## src/rtl/game_pkg.sv

```systemverilog
// game_pkg: shared vertical-state enum, winner codes and input bit indices for the arena core.
package game_pkg;
  typedef enum logic [1:0] {GROUND, RISE, FALL} vstate_t;
  localparam logic [1:0] WIN_NONE = 2'b00, WIN_P1 = 2'b01, WIN_P2 = 2'b10, WIN_DRAW = 2'b11;
  localparam int IN_CENTER = 0, IN_LEFT = 1, IN_RIGHT = 2, IN_UP = 3, IN_DOWN = 4, IN_ATK = 5, IN_SHIELD = 6;
endpackage

```

## src/rtl/fighter_motion.sv

```systemverilog
// fighter_motion: one fighter's jump FSM, attack edge/cooldown and proposed horizontal position.
module fighter_motion import game_pkg::*; #(
  parameter int SCREEN_W     = 1024,
  parameter int CHAR_W       = 128,
  parameter int GROUND_Y     = 300,
  parameter int STEP         = 1,
  parameter int JUMP_H       = 96,
  parameter int ATK_COOLDOWN = 20
) (
  input  logic       i_clk,
  input  logic       i_rst_n,
  input  logic       i_step,
  input  logic       i_restart,
  input  logic       i_left,
  input  logic       i_right,
  input  logic       i_up,
  input  logic       i_atk,
  input  logic [9:0] i_x,
  output logic [9:0] o_px,
  output logic [9:0] o_y,
  output logic       o_fire,
  output logic       o_attacking
);
  localparam int XMAX = SCREEN_W - CHAR_W;
  localparam int CW = $clog2(ATK_COOLDOWN + 1);
  vstate_t r_vs, w_vs_nx;
  logic [9:0] r_y, w_y_nx;
  logic [CW-1:0] r_cd, w_cd_nx;
  logic r_prev;
  assign o_px = i_left ? (i_x < 10'(STEP) ? 10'd0 : i_x - 10'(STEP)) :
                i_right ? (32'(i_x) + STEP > XMAX ? 10'(XMAX) : i_x + 10'(STEP)) : i_x;
  assign o_fire = i_atk & ~r_prev & (r_cd == '0);
  assign o_y = r_y;
  assign w_cd_nx = o_fire ? CW'(ATK_COOLDOWN) : (r_cd == '0 ? '0 : r_cd - 1'b1);
  always_comb begin
    w_vs_nx = r_vs;
    w_y_nx = r_y;
    case (r_vs)
      GROUND: if (i_up) w_vs_nx = RISE;
      RISE: begin
        w_y_nx = r_y - 10'(STEP);
        if (w_y_nx == 10'(GROUND_Y - JUMP_H)) w_vs_nx = FALL;
      end
      FALL: begin
        w_y_nx = r_y + 10'(STEP);
        if (w_y_nx == 10'(GROUND_Y)) w_vs_nx = GROUND;
      end
      default: w_vs_nx = GROUND;
    endcase
  end
  always_ff @(posedge i_clk or negedge i_rst_n) begin
    if (!i_rst_n) begin
      r_vs <= GROUND;
      r_y <= 10'(GROUND_Y);
      r_cd <= '0;
      r_prev <= 1'b0;
      o_attacking <= 1'b0;
    end else if (i_restart) begin
      r_vs <= GROUND;
      r_y <= 10'(GROUND_Y);
      r_cd <= '0;
      r_prev <= 1'b0;
      o_attacking <= 1'b0;
    end else if (i_step) begin
      r_vs <= w_vs_nx;
      r_y <= w_y_nx;
      r_cd <= w_cd_nx;
      r_prev <= i_atk;
      o_attacking <= w_cd_nx != '0;
    end
  end
endmodule

```

## src/rtl/fight_arena_core.sv

```systemverilog
// fight_arena_core: two-fighter arena with tick enable, overlap arbitration, hit resolution and match state.
module fight_arena_core import game_pkg::*; #(
  parameter int TICK_DIV     = 800_000,
  parameter int SCREEN_W     = 1024,
  parameter int CHAR_W       = 128,
  parameter int CHAR_H       = 128,
  parameter int GROUND_Y     = 300,
  parameter int P1_START_X   = 200,
  parameter int P2_START_X   = 600,
  parameter int STEP         = 1,
  parameter int JUMP_H       = 96,
  parameter int REACH        = 16,
  parameter int MAX_HEALTH   = 15,
  parameter int MAX_SHIELD   = 15,
  parameter int ATK_DMG      = 3,
  parameter int ATK_COOLDOWN = 20
) (
  input  logic       i_clk,
  input  logic       i_rst_n,
  input  logic [6:0] i_p1_inputs,
  input  logic [6:0] i_p2_inputs,
  output logic [9:0] o_p1_x,
  output logic [9:0] o_p1_y,
  output logic [9:0] o_p2_x,
  output logic [9:0] o_p2_y,
  output logic [7:0] o_p1_health,
  output logic [7:0] o_p1_shield,
  output logic [7:0] o_p2_health,
  output logic [7:0] o_p2_shield,
  output logic       o_p1_attacking,
  output logic       o_p2_attacking,
  output logic       o_game_over,
  output logic [1:0] o_winner
);
  localparam int TW = $clog2(TICK_DIV);
  logic [TW-1:0] r_cnt;
  logic [9:0] r_p1_x, r_p2_x, w_px1, w_px2, w_y1, w_y2;
  logic [7:0] r_p1_hp, r_p1_sh, r_p2_hp, r_p2_sh, w_p1_hp_nx, w_p1_sh_nx, w_p2_hp_nx, w_p2_sh_nx;
  logic r_go;
  logic [1:0] r_win;
  logic w_tick, w_restart, w_step, w_fire1, w_fire2, w_ok1, w_ok2, w_both, w_hit1, w_hit2, w_sh1, w_sh2;
  logic w_unused;
  function automatic logic ov(input logic [9:0] ax, ay, bx, by);
    return (int'(ax) < int'(bx) + CHAR_W) && (int'(bx) < int'(ax) + CHAR_W) &&
           (int'(ay) < int'(by) + CHAR_H) && (int'(by) < int'(ay) + CHAR_H);
  endfunction
  function automatic logic in_reach(input logic [9:0] ax, ay, bx, by);
    int g;
    g = (ax <= bx) ? int'(bx) - int'(ax) - CHAR_W : int'(ax) - int'(bx) - CHAR_W;
    return (g <= REACH) && (int'(ay) < int'(by) + CHAR_H) && (int'(by) < int'(ay) + CHAR_H);
  endfunction
  function automatic logic [7:0] sub_sat(input logic [7:0] v);
    return int'(v) > ATK_DMG ? v - 8'(ATK_DMG) : 8'd0;
  endfunction
  assign w_unused = i_p1_inputs[IN_DOWN] | i_p2_inputs[IN_DOWN];
  assign w_tick = r_cnt == TW'(TICK_DIV - 1);
  assign w_restart = w_tick & (i_p1_inputs[IN_CENTER] | i_p2_inputs[IN_CENTER]);
  assign w_step = w_tick & ~r_go & ~w_restart;
  fighter_motion #(.SCREEN_W(SCREEN_W), .CHAR_W(CHAR_W), .GROUND_Y(GROUND_Y), .STEP(STEP),
                   .JUMP_H(JUMP_H), .ATK_COOLDOWN(ATK_COOLDOWN)) u_p1 (
    .i_clk(i_clk), .i_rst_n(i_rst_n), .i_step(w_step), .i_restart(w_restart),
    .i_left(i_p1_inputs[IN_LEFT]), .i_right(i_p1_inputs[IN_RIGHT]), .i_up(i_p1_inputs[IN_UP]),
    .i_atk(i_p1_inputs[IN_ATK]), .i_x(r_p1_x), .o_px(w_px1), .o_y(w_y1), .o_fire(w_fire1),
    .o_attacking(o_p1_attacking));
  fighter_motion #(.SCREEN_W(SCREEN_W), .CHAR_W(CHAR_W), .GROUND_Y(GROUND_Y), .STEP(STEP),
                   .JUMP_H(JUMP_H), .ATK_COOLDOWN(ATK_COOLDOWN)) u_p2 (
    .i_clk(i_clk), .i_rst_n(i_rst_n), .i_step(w_step), .i_restart(w_restart),
    .i_left(i_p2_inputs[IN_LEFT]), .i_right(i_p2_inputs[IN_RIGHT]), .i_up(i_p2_inputs[IN_UP]),
    .i_atk(i_p2_inputs[IN_ATK]), .i_x(r_p2_x), .o_px(w_px2), .o_y(w_y2), .o_fire(w_fire2),
    .o_attacking(o_p2_attacking));
  // Each move is checked against the opponent's current box, then both proposals against each other.
  assign w_ok1 = (w_px1 != r_p1_x) && !ov(w_px1, w_y1, r_p2_x, w_y2);
  assign w_ok2 = (w_px2 != r_p2_x) && !ov(w_px2, w_y2, r_p1_x, w_y1);
  assign w_both = w_ok1 && w_ok2 && ov(w_px1, w_y1, w_px2, w_y2);
  assign w_hit2 = w_fire1 && in_reach(r_p1_x, w_y1, r_p2_x, w_y2);
  assign w_hit1 = w_fire2 && in_reach(r_p1_x, w_y1, r_p2_x, w_y2);
  assign w_sh1 = i_p1_inputs[IN_SHIELD] && r_p1_sh != '0;
  assign w_sh2 = i_p2_inputs[IN_SHIELD] && r_p2_sh != '0;
  assign w_p1_sh_nx = (w_hit1 && w_sh1) ? r_p1_sh - 1'b1 : r_p1_sh;
  assign w_p2_sh_nx = (w_hit2 && w_sh2) ? r_p2_sh - 1'b1 : r_p2_sh;
  assign w_p1_hp_nx = (w_hit1 && !w_sh1) ? sub_sat(r_p1_hp) : r_p1_hp;
  assign w_p2_hp_nx = (w_hit2 && !w_sh2) ? sub_sat(r_p2_hp) : r_p2_hp;
  always_ff @(posedge i_clk or negedge i_rst_n) begin
    if (!i_rst_n) begin
      r_cnt <= '0;
      r_p1_x <= 10'(P1_START_X);
      r_p2_x <= 10'(P2_START_X);
      r_p1_hp <= 8'(MAX_HEALTH);
      r_p2_hp <= 8'(MAX_HEALTH);
      r_p1_sh <= 8'(MAX_SHIELD);
      r_p2_sh <= 8'(MAX_SHIELD);
      r_go <= 1'b0;
      r_win <= WIN_NONE;
    end else begin
      r_cnt <= w_tick ? '0 : r_cnt + 1'b1;
      if (w_restart) begin
        r_p1_x <= 10'(P1_START_X);
        r_p2_x <= 10'(P2_START_X);
        r_p1_hp <= 8'(MAX_HEALTH);
        r_p2_hp <= 8'(MAX_HEALTH);
        r_p1_sh <= 8'(MAX_SHIELD);
        r_p2_sh <= 8'(MAX_SHIELD);
        r_go <= 1'b0;
        r_win <= WIN_NONE;
      end else if (w_step) begin
        if (w_ok1 && !w_both) r_p1_x <= w_px1;
        if (w_ok2 && !w_both) r_p2_x <= w_px2;
        r_p1_hp <= w_p1_hp_nx;
        r_p2_hp <= w_p2_hp_nx;
        r_p1_sh <= w_p1_sh_nx;
        r_p2_sh <= w_p2_sh_nx;
        r_go <= w_p1_hp_nx == '0 || w_p2_hp_nx == '0;
        // Bit 1 flags p1 knocked out, bit 0 flags p2, giving 01/10/11 directly.
        r_win <= {w_p1_hp_nx == '0, w_p2_hp_nx == '0};
      end
    end
  end
  assign o_p1_x = r_p1_x;
  assign o_p2_x = r_p2_x;
  assign o_p1_y = w_y1;
  assign o_p2_y = w_y2;
  assign o_p1_health = r_p1_hp;
  assign o_p2_health = r_p2_hp;
  assign o_p1_shield = r_p1_sh;
  assign o_p2_shield = r_p2_sh;
  assign o_game_over = r_go;
  assign o_winner = r_win;
endmodule

```

## config.mk

```make
export PLATFORM = sky130hd
export DESIGN_NAME = fight_arena_core
export DESIGN_NICKNAME = d
export VERILOG_FILES = /design/src/rtl/game_pkg.sv /design/src/rtl/fighter_motion.sv /design/src/rtl/fight_arena_core.sv
export SDC_FILE = /design/constraint.sdc
export NUM_CORES = 1
export LEC_CHECK = 0
export ABC_AREA = 1
export CORE_MARGIN = 2
export CORE_UTILIZATION = 35
export DETAILED_ROUTE_END_ITERATION = 16
export PLACE_DENSITY_LB_ADDON = 0.1
export SETUP_SLACK_MARGIN = 0.5
export SYNTH_ARGS = -nofsm -noshare
export SYNTH_HDL_FRONTEND = slang
export SYNTH_SLANG_ARGS = --single-unit
```

## constraint.sdc

```tcl
create_clock -name i_clk -period 3.95 [get_ports i_clk]
set_input_delay 1.185 -clock i_clk [delete_from_list [all_inputs] [get_ports i_clk]]
set_output_delay 1.185 -clock i_clk [all_outputs]
set_load 0.1 [all_outputs]
```

# ---- Word level (Yosys, flattened, before mapping)
# Cells that the tools add are included.
dict set report totals {
  register_bits 113
  wordCells 215
}
dict set report classes {
  n_addsub 27
  magnitude_cmp 16
  eq_ne 17
  mux 68
  n_bitwise 12
  reduce_logical 56
}
# op count
set op_table {}
lappend op_table {{10-bit 2-to-1 mux} 18}
lappend op_table {{8-bit 2-to-1 mux} 14}
lappend op_table {{10-bit by 8-bit adder with 11-bit output, second input constant} 6}
lappend op_table {{10-bit by 11-bit < comparator with 1-bit output} 6}
lappend op_table {{32-bit by 10-bit greater-than comparator with 1-bit output, second input constant} 2}
lappend op_table {{11-bit by 32-bit < comparator with 1-bit output} 2}
lappend op_table {{10-bit by 1-bit adder with 10-bit output, second input constant} 4}
lappend op_table {{5-bit 2-to-1 mux} 8}
lappend op_table {{10-bit one-hot mux with 2 select lines} 2}
lappend op_table {{10-bit by 1-bit subtractor with 10-bit output, second input constant} 4}
lappend op_table {{32-bit by 6-bit <= comparator with 1-bit output, second input constant} 1}
lappend op_table {{32-bit 2-to-1 mux} 1}
lappend op_table {{1-bit logical AND} 25}
lappend op_table {{2-bit 2-to-1 mux} 12}
lappend op_table {{11-bit by 9-bit subtractor with 12-bit output, second input constant} 2}
lappend op_table {{10-bit by 1-bit adder with 11-bit output, second input constant} 2}
lappend op_table {{10-bit by 10-bit subtractor with 11-bit output} 2}
lappend op_table {{20-bit by 1-bit adder with 20-bit output, second input constant} 1}
lappend op_table {{10-bit by 8-bit equality test with 1-bit output, second input constant} 2}
lappend op_table {{10-bit by 9-bit equality test with 1-bit output, second input constant} 2}
lappend op_table {{20-bit equality test, second input constant} 1}
lappend op_table {{10-bit by 1-bit < comparator with 1-bit output, second input constant} 2}
lappend op_table {{20-bit 2-to-1 mux} 1}
lappend op_table {{10-bit inequality test} 2}
lappend op_table {{25 further kinds} 74}

# ---- Depth between registers and ports, before layout
dict set report depth {
  depth_word 19
  mapped_depth 31
}

# ---- By module
# From an unflattened synthesis, not the netlist that was laid out.
dict set report hier_totals {
  hier_cells 1701
  hier_area_um2 11392.2
}
# module instances cells_each area_per_inst_um2 seq_area_each_um2
set by_module_without_submodules {}
lappend by_module_without_submodules {fight_arena_core 1 1021 7198.2 1905.6}
lappend by_module_without_submodules {fighter_motion 2 340 2097.0 480.5}

# ---- Worst setup path after synthesis
# Ideal clock, no wire load.
dict set report synth_timing {
  kind {register -> register}
  start {register r_p1_x[4], in the netlist o_p1_x[4]}
  end {register r_go, in the netlist o_game_over}
  setup_ps 123
  arrival_time_ps 4095
  t_required_ps 3827
  setup_slack_ps -268
  path_stages_with_launch 26
  path_buffers 2
  synth_period_minus_slack_ps 4218
  cell_sequence {dfrtp_1 > clkinv_1 > ha_1 > nand2_2 > inv_2 > nand2_1 > nand2_1 > nand2_1 > nand3_2 > nand2_2 > buf_6 > nand2_1 > nand2_1 > inv_1 > ha_1 > nand3_1 > nor2_2 > nand3_4 > nand2_2 > nand4_2 > buf_6 > o21a_1 > nand3_1 > nor2_1 > nand2_1 > nand3_2}
}
dict set report synth_via {
  elab_chain_len 13
  word_cells_on_any_way 20
  classes_between {add/sub: 4; order compare: 2; mux: 5; reduce/logical: 9}
}
# element line
set synth_rtl {}
lappend synth_rtl {{start: declaration} fight_arena_core.sv:37} ;# logic [9:0] r_p1_x, r_p2_x, w_px1, w_px2, w_y1, w_y2;
lappend synth_rtl {{start signal: assignment} fight_arena_core.sv:86} ;# r_p1_x <= 10'(P1_START_X);
lappend synth_rtl {{start signal: assignment} fight_arena_core.sv:97} ;# r_p1_x <= 10'(P1_START_X);
lappend synth_rtl {{start signal: assignment} fight_arena_core.sv:106} ;# if (w_ok1 && !w_both) r_p1_x <= w_px1;
lappend synth_rtl {{10-bit by 10-bit subtractor with 11-bit output} fight_arena_core.sv:49} ;# g = (ax <= bx) ? int'(bx) - int'(ax) - CHAR_W : int'(ax) - int'(bx) - CHAR_W;
lappend synth_rtl {{11-bit by 9-bit subtractor with 12-bit output} fight_arena_core.sv:49}
lappend synth_rtl {{32-bit 2-to-1 mux *} fight_arena_core.sv:49}
lappend synth_rtl {{32-bit by 6-bit <= comparator with 1-bit output *} fight_arena_core.sv:50} ;# return (g <= REACH) && (int'(ay) < int'(by) + CHAR_H) && (int'(by) < int'(ay) + CHAR_H);
lappend synth_rtl {{1-bit logical AND * (2 in series)} fight_arena_core.sv:50}
lappend synth_rtl {{1-bit logical AND, on equally long branches} {fight_arena_core.sv:76, fight_arena_core.sv:75}}
lappend synth_rtl {{1-bit logical AND, on equally long branches} {fight_arena_core.sv:81, fight_arena_core.sv:82}}
lappend synth_rtl {{8-bit 2-to-1 mux, on equally long branches} {fight_arena_core.sv:81, fight_arena_core.sv:82}}
lappend synth_rtl {{8-bit logical NOT} fight_arena_core.sv:112} ;# r_go <= w_p1_hp_nx == '0 || w_p2_hp_nx == '0;
lappend synth_rtl {{1-bit logical OR *} fight_arena_core.sv:112}
lappend synth_rtl {{1-bit 2-to-1 mux *} fight_arena_core.sv:105} ;# end else if (w_step) begin
lappend synth_rtl {{1-bit 2-to-1 mux *} fight_arena_core.sv:96} ;# if (w_restart) begin
lappend synth_rtl {{end signal: assignment} fight_arena_core.sv:92} ;# r_go <= 1'b0;
lappend synth_rtl {{end signal: assignment} fight_arena_core.sv:103} ;# r_go <= 1'b0;
lappend synth_rtl {{end signal: assignment} fight_arena_core.sv:112}
lappend synth_rtl {{end: declaration} fight_arena_core.sv:39} ;# logic r_go;
# Mark *: on every way between the ends. The rest lies on a longest branch, timed or not. The select of a mux whose other input is x is not followed.
# A chain may end at the register's enable or synchronous reset.

# ---- Worst setup path after layout
dict set report layout_timing {
  start {register r_p1_x[2], in the netlist o_p1_x[2]}
  end {register r_p1_x[8], in the netlist o_p1_x[8]}
}
dict set report layout_via {
  elab_chain_len 18
  word_cells_on_any_way 40
  classes_between {add/sub: 5; order compare: 8; eq/ne: 1; mux: 7; reduce/logical: 19}
}
# element line
set layout_rtl {}
lappend layout_rtl {{10-bit by 1-bit adder with 11-bit output} fighter_motion.sv:31} ;# i_right ? (32'(i_x) + STEP > XMAX ? 10'(XMAX) : i_x + 10'(STEP)) : i_x;
lappend layout_rtl {{32-bit by 10-bit greater-than comparator with 1-bit output} fighter_motion.sv:31}
lappend layout_rtl {{10-bit 2-to-1 mux (2 in series)} fighter_motion.sv:31}
lappend layout_rtl {{10-bit 2-to-1 mux} fighter_motion.sv:30} ;# assign o_px = i_left ? (i_x < 10'(STEP) ? 10'd0 : i_x - 10'(STEP)) :
lappend layout_rtl {{10-bit by 8-bit adder with 11-bit output} fight_arena_core.sv:44} ;# return (int'(ax) < int'(bx) + CHAR_W) && (int'(bx) < int'(ax) + CHAR_W) &&
lappend layout_rtl {{11-bit by 32-bit < comparator with 1-bit output} fight_arena_core.sv:44}
lappend layout_rtl {{1-bit logical AND (2 in series)} fight_arena_core.sv:44}
lappend layout_rtl {{1-bit logical AND} fight_arena_core.sv:45} ;# (int'(ay) < int'(by) + CHAR_H) && (int'(by) < int'(ay) + CHAR_H);
lappend layout_rtl {{1-bit logical NOT} fight_arena_core.sv:72} ;# assign w_ok1 = (w_px1 != r_p1_x) && !ov(w_px1, w_y1, r_p2_x, w_y2);
lappend layout_rtl {{1-bit logical AND} fight_arena_core.sv:72}
lappend layout_rtl {{1-bit logical AND (2 in series)} fight_arena_core.sv:74} ;# assign w_both = w_ok1 && w_ok2 && ov(w_px1, w_y1, w_px2, w_y2);
lappend layout_rtl {{1-bit logical NOT} fight_arena_core.sv:106}
lappend layout_rtl {{1-bit logical AND} fight_arena_core.sv:106}
lappend layout_rtl {{2-bit nonzero test (no line)} --}
lappend layout_rtl {{2-bit AND reduction (no line)} --}
# Several ways; a longest one is shown, not always the timed one. The select of a mux whose other input is x is not followed.

==> impl_metrics.py <==
metrics = {
    "route": {
        "vias_per_cell": 5.00,
        "ant_nets": 0,
        "drc": 0,
        "vias": 12200,
        "drtIter0Drc": 846,
        "wl_per_cell_um": 16.1,
        "route.final.wire_length_um": 39300,
        "drt-pass1-iter-count": 5,
    },
    "finish": {
        "num-nets-final": 2131,
        "final_area_um2": 15900,
        "drive_gt1_share_pct": 29.7,
        "syn_to_final_growth_pct": 37.8,
        "antenna_cells": 0,
    },
    "floorplan": {
        "fp.dieH_um": 186,
        "initial_core_util_pct": 35.5,
        "core_um2": 32500,
        "dieArea_um2": 34400,
        "rows": 66,
        "ioPinCount": 93,
        "die_w_um": 186,
    },
    "critical_path": {
        "r2r_slack_ns": 0.31,
        "path_max_fanout": 11,
        "path_common_cell": "nand2_1",
        "cp_slowest_cell": "dfrtp_4",
        "cp_num_buf_inv": 5,
        "r2r-end": "o_p1_x[8]",
        "required_ns": 4.31,
        "critical-path-max-stage-delay_ns": 0.46,
        "cp_top_family": "simple AND/OR/NAND/NOR gates",
        "critPathKind": "reg2reg",
        "critPathLaunchType": "flop",
        "arrival_ns": 4.00,
        "r2r-start": "o_p1_x[2]",
        "cp-end-kind": "flop",
        "rr_worst_depth": 28,
    },
    "placed_design": {
        "globalplace.congestion": 0.908,
        "place_hpwl_um": 28900,
        "port_buffers": 90,
        "placement.cell_area_um2": 13700,
    },
    "logic_synthesis": {
        "muxShareOfSynthArea_pct": 0,
        "yosys-top-cells-area": "dfrtp_1 (18%), nand2_1 (14%), ha_1 (14%)",
        "synth-warning-count": 0,
        "yosysSeqAreaShare_pct": 24.9,
        "yosys.area.top_type": "dfrtp_1",
        "syn_nets": 1876,
        "synth_top_flop_cell": "dfrtp_1",
        "syn_inst": 1735,
        "synthesis.area_um2": 11500,
        "synth_xor_area_share_pct": 4.86,
        "synthSimpleGateAreaFrac_pct": 33.4,
        "ys_seq_elements": 113,
        "ys_types": 59,
        "synth_top_area_share_pct": 17.8,
        "async_flop_share_pct": 100,
        "synth_compound_area_share_pct": 13.3,
        "synth_edf_count": 0,
        "synth_top_family_by_area": "simple AND/OR/NAND/NOR gates",
        "syn_avg_cell_area_um2": 6.65,
        "synthAdderAreaFrac_pct": 13.6,
    },
    "cts": {
        "cts_tree": "yes",
        "clockBufferDepth": 2,
        "cts_sinks": 113,
        "clk-insertion-delay-late_ns": 0.42,
        "root_buffer": "clkbuf_16",
        "clk_pin_slew_ns": 0.06,
        "tritoncts.num_buffers": 17,
        "cts_max_level": 4,
    },
    "power": {
        "ir_drop_mv": 0.313,
        "power.leakage_uw": 0.00768,
        "power.density_nw_per_um2": 257,
    },
    "global_routing": {
        "grt_pass1_vias": 11700,
        "grt_pass1_wl_um": 62300,
        "grt_max_degree": 84,
        "grt_usage_pct": 23.2,
        "gr-total-overflow": 0,
        "antenna_found_initial": 0,
    },
    "timing": {
        "clock_skew_ns": 0.0111,
        "max_slew_margin_pct": 34.6,
        "post-route-min-period_ns": 3.64,
        "finalSetupViolations": 0,
        "tns_ns": 0,
        "worst_pin_slew_ns": 0.978,
        "fmax_mhz": 275,
        "drv_slew": 0,
        "rsz0062_at_grt": "yes",
        "fin_crit_sh_pct": 92.1,
        "final-hold-violation-count": 0,
    },
    "min_path": {
        "hold_depth": 1,
        "whs_endpoint": "r_cnt[0]",
        "worstHoldStart": "r_cnt[0]",
        "min_path_type": "reg2reg",
    },
    "status": {
        "status": "complete, no violations",
    },
    "run": {
        "maxCapViolations": 0,
    },
}
-- where the power goes --
part | total, uW | switching (uW) | internal (uW)
Sequential | 1240 | 44.2 | 1190
Clock | 1670 | 649 | 1020
Combinational | 1190 | 741 | 446
Total | 4090 | 1430 | 2660
-- layout make-up --
cell class,instances,area (um2)
Fill cell,3253,16600
Sequential cell,113,2930
Tap cell,442,553
Clock inverter,14,178
Clock buffer,18,439
Inverter,257,1030
Multi-Input combinational cell,1328,8520
Timing Repair Buffer,273,2240
-- layer usage --
metal	track usage (%)	vias up	share of wire, %
li1	-	6199	-
met1	31.4	5698	46
met2	37.4	292	46
met3	3.95	45	5.8
met4	7.49	0	2.4
met5	0	-	0
-- flip-flops by register name, indices dropped and copies added, names as in the netlist --
register	cells
r_cnt	20
o_p1_x	10
o_p2_x	10
u_p1.o_y	10
u_p2.o_y	10
o_p1_health	8
o_p1_shield	8
o_p2_health	8
o_p2_shield	8
u_p1.r_cd	5
u_p2.r_cd	5
o_winner	2
u_p1.r_vs	2
u_p2.r_vs	2
o_game_over	1
u_p1.o_attacking	1
u_p1.r_prev	1
u_p2.o_attacking	1
u_p2.r_prev	1
-- worst reg2reg max path: cells and delay by family (launching register included) --
family | cells | cell delay (ns)
adder cells (fa/ha/maj) | 1 | 0.28
flip-flops | 1 | 0.46
buffers and inverters | 5 | 0.63
AO/OA/AOI/OAI | 5 | 0.50
AND/OR/NAND/NOR | 17 | 1.70
-- layout by cell type (no fill, tap or decap), types with 16 or more instances in the layout --
cell	netlist	final
dfstp_2	31	24
nor2_1	148	131
o21ai_1	15	16
inv_2	19	33
nor2_4	3	16
nand3_2	12	34
ha_4	0	21
nand2_1	444	390
a21oi_2	2	16
nor3_1	30	29
buf_4	3	232
nand3_1	141	113
o21ai_0	91	83
nand2_2	13	56
nand4_1	45	45
a21oi_1	96	79
clkbuf_16	0	18
dfrtp_1	82	68
xor2_1	52	51
inv_1	232	207
ha_1	125	100
-- timing repair --
action / 4_1_cts / 5_1_grt
endpoints found under the setup margin: 53 / 57
buffers inserted: 58 / 21
gates resized for setup: 129 / 93
hold buffers: 0 / 0
cloned: 3 / 2
pin swaps: 66 / 67
endpoints found under the hold margin: 0 / 0
-- worst max-delay path by stage --
stage | slack [ns] | depth (start not counted) | end | startpoint
floorplan | 0.39 | 29 | o_winner[1] | o_p1_x[3]
global placement | -0.30 | 21 | o_p1_x[6] | i_p2_inputs[2]
detailed placement | -0.36 | 21 | o_p1_x[6] | i_p2_inputs[2]
CTS | 0.35 | 26 | o_p1_x[3] | o_p1_x[3]
global route | 0.09 | 28 | o_p1_x[3] | o_p1_x[3]
finish | 0.31 | 28 | o_p1_x[8] | o_p1_x[2]
-- kinds of logic (layout without fill, tap and decap cells) --
logic type,count (synthesis),count (layout)
AND/OR/NAND/NOR,868,871
buffers and inverters,297,562
AO/OA/AOI/OAI,268,268
adder cells (fa/ha/maj),125,125
flip-flops,113,113
XOR/XNOR,64,64
-- through the flow --
stage | util (%) | cells | setup slack (ns) | total power [uW] | hold slack (ns)
after CTS | 47.4 | 2422 | 0.355 | 4050 | 0.470
after global placement | 42.3 | 2329 | -0.304 | 2220 | 0.459
after global routing | 49.0 | 2445 | 0.0943 | 4290 | 0.505
after detailed placement | 42.3 | 2329 | -0.363 | 2230 | 0.462
after floorplan | - | 1735 | 0.392 | 1910 | 0.433
final | 49.0 | 2445 | 0.312 | 4090 | 0.465
-- cells in the mapped netlist, drive strengths merged, types with 6 or more instances --
cell    number
dfstp       31
ha         125
inv        251
o21ai      108
nand2      457
nand4       49
nand3      154
xor2        52
nor3        31
clkbuf      16
dfrtp       82
o22ai       12
clkinv       6
buf         24
nor2       162
xnor2       12
o211ai       8
a21oi       99
o21a         8
No activity file was read; power rests on OpenSTA's default activity.
